===== config.mk =====
export PLATFORM = sky130hd
export DESIGN_NAME = index_loader
export DESIGN_NICKNAME = d
export VERILOG_FILES = /design/src/rtl/loader_pkg.sv /design/src/rtl/pb_edge_sync.sv /design/src/rtl/index_loader.sv
export SDC_FILE = /design/constraint.sdc
export NUM_CORES = 1
export LEC_CHECK = 0
export CAP_MARGIN = 10
export CORE_UTILIZATION = 55
export DETAILED_ROUTE_END_ITERATION = 10
export PLACE_DENSITY_LB_ADDON = 0.25
export SLEW_MARGIN = 10
export SYNTH_ARGS = -nofsm -noshare
export SYNTH_HDL_FRONTEND = slang
export SYNTH_SLANG_ARGS = --single-unit

===== constraint.sdc =====
create_clock -name clk -period 2.9 [get_ports clk]
set_input_delay 0.58 -clock clk [delete_from_list [all_inputs] [get_ports clk]]
set_output_delay 0.58 -clock clk [all_outputs]
set_load 0.01 [all_outputs]

===== src/rtl/loader_pkg.sv =====
// Shared definitions for the index loader.
// Holds the FSM state encoding and the default buffer geometry used by the top.
package loader_pkg;

   localparam int LOADER_DEPTH = 8;
   localparam int IDX_W        = 3;

   typedef enum logic [1:0] {
      FILL   = 2'd0,
      STREAM = 2'd1,
      DONE   = 2'd2
   } state_t;

endpackage


===== src/rtl/pb_edge_sync.sv =====
// Push-button conditioner: 2-flop synchronizer followed by a rising-edge
// detector. One press (of any length of at least one clock) gives exactly
// one single-cycle pulse.
//   clk   : system clock
//   rst   : asynchronous active-high reset
//   pb    : raw, asynchronous button level
//   pulse : one-cycle high pulse per rising edge of the synchronized level
module pb_edge_sync (
   input  logic clk,
   input  logic rst,
   input  logic pb,
   output logic pulse
);

   // sr[0], sr[1] form the synchronizer; sr[2] is the delayed copy used for the
   // edge compare.
   logic [2:0] sr;

   always_ff @(posedge clk or posedge rst) begin
      if (rst) begin
         sr <= '0;
      end else begin
         sr <= {sr[1:0], pb};
      end
   end

   assign pulse = sr[1] & ~sr[2];

endmodule


===== src/rtl/index_loader.sv =====
// Index loader: captures switch values, one per debounced button press, into a
// small buffer and then streams them in write order to the decoder over a
// valid/ready handshake.
//   clk, rst   : system clock, asynchronous active-high reset
//   sw         : index value captured on a pb_load press
//   pb_load    : raw button, rising edge writes sw into the buffer
//   pb_start   : raw button, starts a partial burst or restarts from DONE
//   out_valid  : entry available (STREAM only)
//   out_data   : current entry mem[rd_ptr]
//   out_last   : final entry of the burst
//   out_ready  : decoder accepts the entry
//   count      : entries stored
//   busy       : high in STREAM
//
// state  | meaning
// FILL   | collecting entries from pb_load presses
// STREAM | presenting mem[rd_ptr] until the last entry is accepted
// DONE   | burst finished, count holds burst length, waiting for pb_start
import loader_pkg::*;

module index_loader #(
   parameter int DEPTH = LOADER_DEPTH,
   parameter int W     = IDX_W
) (
   input  logic                       clk,
   input  logic                       rst,
   input  logic [W-1:0]               sw,
   input  logic                       pb_load,
   input  logic                       pb_start,
   output logic                       out_valid,
   output logic [W-1:0]               out_data,
   output logic                       out_last,
   input  logic                       out_ready,
   output logic [$clog2(DEPTH):0]     count,
   output logic                       busy
);

   localparam int AW = $clog2(DEPTH);
   localparam int CW = AW + 1;

   logic           load_p;
   logic           start_p;
   state_t         state;
   logic [AW-1:0]  wr_ptr;
   logic [AW-1:0]  rd_ptr;
   logic [W-1:0]   mem [DEPTH];
   logic           write_en;
   logic [CW-1:0]  count_nx;
   logic [CW-1:0]  count_m1;

   pb_edge_sync u_sync_load (
      .clk   (clk),
      .rst   (rst),
      .pb    (pb_load),
      .pulse (load_p)
   );

   pb_edge_sync u_sync_start (
      .clk   (clk),
      .rst   (rst),
      .pb    (pb_start),
      .pulse (start_p)
   );

   assign write_en = (state == FILL) && load_p && (count < CW'(DEPTH));
   // Count after this edge's write; used so a simultaneous start sees the new
   // entry, including the empty-buffer case.
   assign count_nx = count + CW'(write_en);
   assign count_m1 = count - CW'(1);

   always_ff @(posedge clk or posedge rst) begin
      if (rst) begin
         state  <= FILL;
         wr_ptr <= '0;
         rd_ptr <= '0;
         count  <= '0;
      end else begin
         case (state)
            FILL: begin
               if (write_en) begin
                  wr_ptr <= wr_ptr + 1'b1;
                  count  <= count_nx;
               end
               if ((count_nx == CW'(DEPTH)) || (start_p && (count_nx != '0))) begin
                  state <= STREAM;
               end
            end
            STREAM: begin
               if (out_ready) begin
                  rd_ptr <= rd_ptr + 1'b1;
                  if (out_last) begin
                     state <= DONE;
                  end
               end
            end
            DONE: begin
               if (start_p) begin
                  wr_ptr <= '0;
                  rd_ptr <= '0;
                  count  <= '0;
                  state  <= FILL;
               end
            end
            default: state <= FILL;
         endcase
      end
   end

   // Buffer contents are intentionally not reset.
   always_ff @(posedge clk) begin
      if (write_en) begin
         mem[wr_ptr] <= sw;
      end
   end

   // All outputs decode registered state only; out_ready never reaches them.
   assign busy      = (state == STREAM);
   assign out_valid = busy;
   assign out_data  = mem[rd_ptr];
   assign out_last  = busy && ({1'b0, rd_ptr} == count_m1);

endmodule


**Word level (Yosys, flattened, before mapping)**

Memories as Yosys holds them, arrays and structs flattened.
Index checks and enable logic that the tools add are counted.

- RAM bits: 24
- Memories kept: 1
- Output and inout port bits: 10
- Input bits: 8
- Flip-flop bits (word level): 18
- Word-level logic and storage cells: 52

- Bitwise logic cells: 4
- $add $sub $neg: 4
- Multiplexer cells: 15
- Equal/unequal tests: 9
- Reductions and logical operators: 12
- Magnitude comparators: 1

Memories:

| name | depth | bits a word | rd ports | clocked after Yosys merged registers in | wr ports | RTL line | text |
|---|---|---|---|---|---|---|---|
| mem | 8 | 3 | 1 | 0 | 1 | index_loader.sv:46 | `logic [W-1:0] mem [DEPTH];` |

Operators by type and width:

| kind | number |
|---|---|
| $pmux W3 S2 | 2 |
| $mux W3 | 3 |
| $mux W2 | 4 |
| $mux W4 | 2 |
| $ne A2 B2 Y1 const B | 4 |
| $pmux W4 S2 | 1 |
| $add A3 B1 Y3 const B | 2 |
| $pmux W2 S3 | 1 |
| $reduce_and A3 Y1 | 2 |
| $add A4 B1 Y4 | 1 |
| $eq A3 B4 Y1 | 1 |
| $eq A4 B4 Y1 const B | 1 |
| $logic_and A1 B1 Y1 | 4 |
| $lt A4 B4 Y1 const B | 1 |
| $reduce_and A4 Y1 | 1 |
| $reduce_bool A2 Y1 | 2 |
| $reduce_bool A4 Y1 | 1 |
| $sub A4 B1 Y4 const B | 1 |
| $and A1 B1 Y1 | 2 |
| $eq A2 B1 Y1 const B | 1 |
| $eq A2 B2 Y1 const B | 1 |
| $logic_not A2 Y1 | 1 |
| $mux W1 | 2 |
| $ne A2 B1 Y1 const B | 1 |
| other kinds (2) | 3 |

**Logic depth before layout (Yosys ltp)**

Gate-level depths: netlist (run 1).

- Word-level depth: 10
- Gate-level depth with buffers: 10
- Mapped depth without buffers: 10

**By module**

Synthesis (run 1) repeated with hierarchy kept, for this count alone.

- Cells, all modules: 142
- Area total of the unflattened synthesis: 1930.6 um^2

Modules (own cells, without submodules):

| module | seq. area each (um^2) | area each (um^2) | times used | cells an instance |
|---|---|---|---|---|
| index_loader | 1021.0 | 1745.4 | 1 | 132 |
| pb_edge_sync | 75.1 | 92.6 | 2 | 5 |

**Worst setup path before layout (run 1)**

Ideal clock, no wire load.

- Kind: register to register
- Start point: register count[3]
- End point: register state[1]
- Slack: 0.201 ns
- Period minus slack after synthesis: 2.699 ns
- Buffers on the path: 0
- Library setup time: 0.126 ns
- Cell stages (with the launch flop): 11
- Arrival: 2.573 ns
- Data required time: 2.774 ns
- Path through: dfrtp_1 nor4_1 nand2_1 clkinv_1 ha_1 ha_1 and2b_2 or4_4 or4_1 o2111ai_2 o31ai_1

- Longest elaborated chain between the ends: 8
- Elaborated cells on any way between the ends: 13
- Classes of those cells: add/sub (2); order compare (1); eq/ne (4); reduce/logical (6)

Ends and longest elaborated chain:

| item | RTL line | text |
|---|---|---|
| from (decl) | index_loader.sv:34 | `output logic [$clog2(DEPTH):0] count,` |
| from (signal assigned) | index_loader.sv:82 | `count <= count_nx;` |
| $lt A4 B4 Y1 | index_loader.sv:65 | `assign write_en = (state == FILL) && load_p && (count < CW'(DEPTH));` |
| $logic_and A1 B1 Y1 | index_loader.sv:65 |  |
| $add A4 B1 Y4 | index_loader.sv:68 | `assign count_nx = count + CW'(write_en);` |
| $reduce_bool A4 Y1 | index_loader.sv:84 | `if ((count_nx == CW'(DEPTH)) \|\| (start_p && (count_nx != '0))) begin` |
| $logic_and A1 B1 Y1 | index_loader.sv:84 |  |
| $logic_or A1 B1 Y1 | index_loader.sv:84 |  |
| $ne A2 B1 Y1 (no source line) | - |  |
| $reduce_and A4 Y1 (no source line) (*) | - |  |
| to (signal assigned) | index_loader.sv:85 | `state <= STREAM;` |
| to (signal assigned) | index_loader.sv:92 | `state <= DONE;` |
| to (signal assigned) | index_loader.sv:101 | `state <= FILL;` |
| to (decl) | index_loader.sv:43 | `state_t state;` |

Every way passes the cells marked *; elsewhere a longest branch is shown, timed or not.
A chain may end at the register's enable or synchronous reset.

**Worst setup path in the final report (run 1)**

- Start point: register rd_ptr[0]
- End point: output out_data[1]

- Longest elaborated chain between the ends: 1

Ends and longest elaborated chain:

| item | RTL line | text |
|---|---|---|
| from (decl) | index_loader.sv:45 | `logic [AW-1:0] rd_ptr;` |
| from (signal assigned) | index_loader.sv:90 | `rd_ptr <= rd_ptr + 1'b1;` |
| $mem_v2 Z8 W3 | - |  |
| to (decl) | index_loader.sv:31 | `output logic [W-1:0] out_data,` |

No other way between the ends.

==> summary.md, run 1 <==
* Syn Nets: 144
* half-perimeter wire length after placement: 2350 µm
* final hold violation count: 0
* data arrival time at the worst-slack endpoint: 2.16 ns
* kind of end point of the critical path: primary output
* number of antenna violations at the first check in global routing: 0
* count of cells along the worst hold path: 0
* clock tree from TritonCTS: done
* width of the die: 60.0 µm
* count of fill cells added during filler insertion: 226
* weighted congestion reported at the end of routability-driven placement: 0.855
* classification of the worst setup path: flip-flop to primary output
* routing usage on met1: 28.4%
* TritonCTS buffer count: 5
* Reg-to-Reg End: state[1]
* data required time at the worst endpoint: 2.32 ns
* setup TNS after final layout: 0 ns
* Gate Count Post-Synth: 131
* global-route met3 utilization: 6.93%
* first-pass GRT wire length: 5440 µm
* number of levels the H-tree was split into: 2
* vias per cell: 5.83
* Netlist Area Pre-Place: 1850 µm²
* number of hold buffers added after cts: 0
* P per Cell Area: 852 nW/µm²
* total routing resource utilization after global routing: 21.9%
* slack of the worst reg-to-reg path: 0.28 ns
* post-synthesis sequential area ratio: 63.2%
* wire length after detailed routing: 3310 µm
* number of distinct library cell variants in the gate-level netlist after synthesis: 34
* Die Height: 60.0 µm
* number of rows in the core area: 20
* post-layout power: 0.00185 W
* max-slew violation total from the final report: 0
* startpoint of the most critical hold path: u_sync_load.sr[0]
* met2 track utilization from global routing: 33.8%
* total DRC errors in the routed layout: 0
* cell at the root of the clock tree: sky130_fd_sc_hd__clkbuf_4
* slowest library cell on the worst path: sky130_fd_sc_hd__mux4_2
* top cells by area in the synthesized netlist: sky130_fd_sc_hd__edfxtp_1 (39%), sky130_fd_sc_hd__dfrtp_1 (24%), sky130_fd_sc_hd__mux4_2 (7.3%)
* Buf+Inv Stages, Crit Path: 1
* via count of the first global-routing pass: 1188
* Clk pin slew, worst setup/hold paths: 0.13 ns
* maximum single-stage delay on the critical path: 0.53 ns
* length in cells of the worst reg-to-reg path: 10
* routed vias: 1178
* share of the clock period used by the worst path after layout: 94.4%
* transition at the pin with the smallest max-transition slack: 0.869 ns
* I/O Buffers: 17
* placeable core region: 3130 µm²
* grt total ovfl: 0
* Worst Clk Skew: 0.0145 ns
* count of antenna diodes in the layout: 0
* Iteration-0 DRC Markers: 82
* Max IR drop VDD: 0.525 mV
* Setup-failing EPs final: 0
* routed len/inst: 16.4 µm
* critical path cell sequence: mux4_2 -> mux2_2 -> clkdlybuf4s50_1
* area delta synth->final: 17.5%
* total of warnings raised by yosys: 0
* post-synthesis cell type with the largest combined area: sky130_fd_sc_hd__edfxtp_1
* largest net degree at the start of global routing: 19
* number of maximum-capacitance violations: 0
* worst max-slew margin expressed relative to the limit: 41.3%
* nature of the critical path startpoint: flip-flop
* outcome: completed
* Largest delay share family, worst path: multiplexers
* class of the worst hold path: flip-flop to flip-flop
* CP max FO: 7
* average instance area after synthesis: 14.1 µm²
* flip-flop and latch count after synthesis: 42
* number of iterations in the first detailed-routing pass: 4
* antenna violation net count after detailed routing: 0
* clk sinks: 42
* maximum count of clock buffers along a single path: 2
* most heavily used metal layer in global routing: met2
* fmax: 365 MHz
* starting utilization of the core area: 59.2%
* unrepaired setup endpoints after global routing: false
* clock insertion delay at the later pin of the skew report: 0.37 ns
* Tmin final: 2.74 ns
* hold endpoint: u_sync_load.sr[1]
* share of the synthesized area in the top cell type: 38.9%
* DIE AREA: 3600 µm²
* Reg2Reg Launch Point: state[1]
* Net count, final: 170
* leakage power: 0.843 nW
* fraction of layout cells with a size suffix above 1: 20.9%
* count of pins on the block boundary: 18
## registers in the layout, indices dropped and copies added, names as in the netlist
name	cells
state	2
mem	24
wr_ptr	3
u_sync_load.sr	3
rd_ptr	3
u_sync_start.sr	3
count	4
## placed cells by master (no fill, tap or decap), types with 5 or more instances in the layout
cell type,count
sky130_fd_sc_hd__clkbuf_4,5
sky130_fd_sc_hd__buf_4,8
sky130_fd_sc_hd__nand2_1,13
sky130_fd_sc_hd__edfxtp_1,24
sky130_fd_sc_hd__xor2_1,6
sky130_fd_sc_hd__inv_1,5
sky130_fd_sc_hd__clkdlybuf4s50_1,16
sky130_fd_sc_hd__mux4_2,6
sky130_fd_sc_hd__nor2_1,6
sky130_fd_sc_hd__ha_1,5
sky130_fd_sc_hd__dfrtp_1,15
## worst max-delay path by stage
| stage | start | to | slack (ns) | cells after the start |
|---|---|---|---|---|
| finish | rd_ptr[0] | out_data[1] | 0.16 | 3 |
| global route | rd_ptr[0] | out_data[1] | 0.07 | 3 |
| CTS | count[0] | out_last | 0.04 | 8 |
| detailed placement | count[0] | out_last | 0.29 | 8 |
| global placement | count[0] | out_last | 0.34 | 8 |
| floorplan | count[3] | state[1] | 0.20 | 10 |
## power by group
part / leakage [nW] / switching [W] / internal [W]
Combinational: 0.380 / 0.000293 / 0.000414
Sequential: 0.435 / 0.000132 / 0.000714
Clock: 0.0278 / 0.000204 / 0.0000970
## cells by family after synthesis
kind of cell | synth area share, %
flops | 63.2
simple gates | 11.7
buf+inv | 2.77
fa+ha+maj | 3.38
mux | 9.66
xor+xnor | 3.31
compound gates | 5.95
## synth_stat cells (all sizes together)
cell / n
nand2: 13
mux2i: 1
o31ai: 1
or4: 2
a21oi: 2
nor3: 3
o21ai: 3
xor2: 6
nand3: 2
nor2b: 2
inv: 5
buf: 3
mux2: 3
clkbuf: 3
and2b: 1
a22o: 3
and2: 1
edfxtp: 24
a31o: 2
nor3b: 3
nor2: 6
o22ai: 3
clkinv: 1
nor4b: 3
nand2b: 1
mux4: 6
xnor2: 1
ha: 5
nor4: 2
dfrtp: 18
o2111ai: 1
and3: 1
## area by class of cell
cell class / instances / area [µm²] / area share [%]
multi-input cells: 77 / 629 / 28.9
repair buffers: 25 / 233 / 10.7
inverters: 6 / 22.5 / 1.04
well taps: 44 / 55.1 / 2.53
clock inverters: 3 / 23.8 / 1.09
clock buffers: 5 / 37.5 / 1.73
flip-flops and latches: 42 / 1170 / 54.0
## routing by layer
layer	share of wire [%]	vias to the layer above
met5	0	-
met4	1.7	0
met3	5.3	5
met2	48	42
met1	45	590
li1	-	541
## timing repair
item	CTS	global route
pin swaps	0	1
buffers inserted	2	0
gates resized for setup	3	1
setup endpoints to repair	2	1
## metrics by stage
| stage | util [%] | hold WS [ns] | worst slack (ns) | instance area [µm²] | std cells |
|---|---|---|---|---|---|
| after floorplan | - | 0.331 | 0.201 | 1850 | 131 |
| after global placement | 66.9 | 0.333 | 0.339 | 2090 | 192 |
| after detailed placement | 66.9 | 0.340 | 0.292 | 2090 | 192 |
| after CTS | 69.5 | 0.370 | 0.0356 | 2170 | 202 |
| after global routing | 69.6 | 0.383 | 0.0698 | 2180 | 202 |
| final | 69.6 | 0.367 | 0.162 | 2180 | 202 |
## worst register-to-register path, delay by kind of cell (launching register included)
family / cells / cell delay (ns)
adders and majority gates: 2 / 0.35
buffers and inverters: 1 / 0.08
and+or+nand+nor: 5 / 1.48
AOI/OAI and AO/OA: 2 / 0.21
DFF: 1 / 0.40
(Power assumes the default switching activity.)
==> run 2: changes to the inputs <==
--- a/config.mk
+++ b/config.mk
@@ -9,7 +9,7 @@
 export CORE_UTILIZATION = 55
 export DETAILED_ROUTE_END_ITERATION = 10
 export PLACE_DENSITY_LB_ADDON = 0.25
-export SLEW_MARGIN = 10
+export SLEW_MARGIN = 20
 export SYNTH_ARGS = -nofsm -noshare
 export SYNTH_HDL_FRONTEND = slang
 export SYNTH_SLANG_ARGS = --single-unit
==> results of run 2 <==
Same layout as run 1: the final DEF is identical, and so are final timing and power.
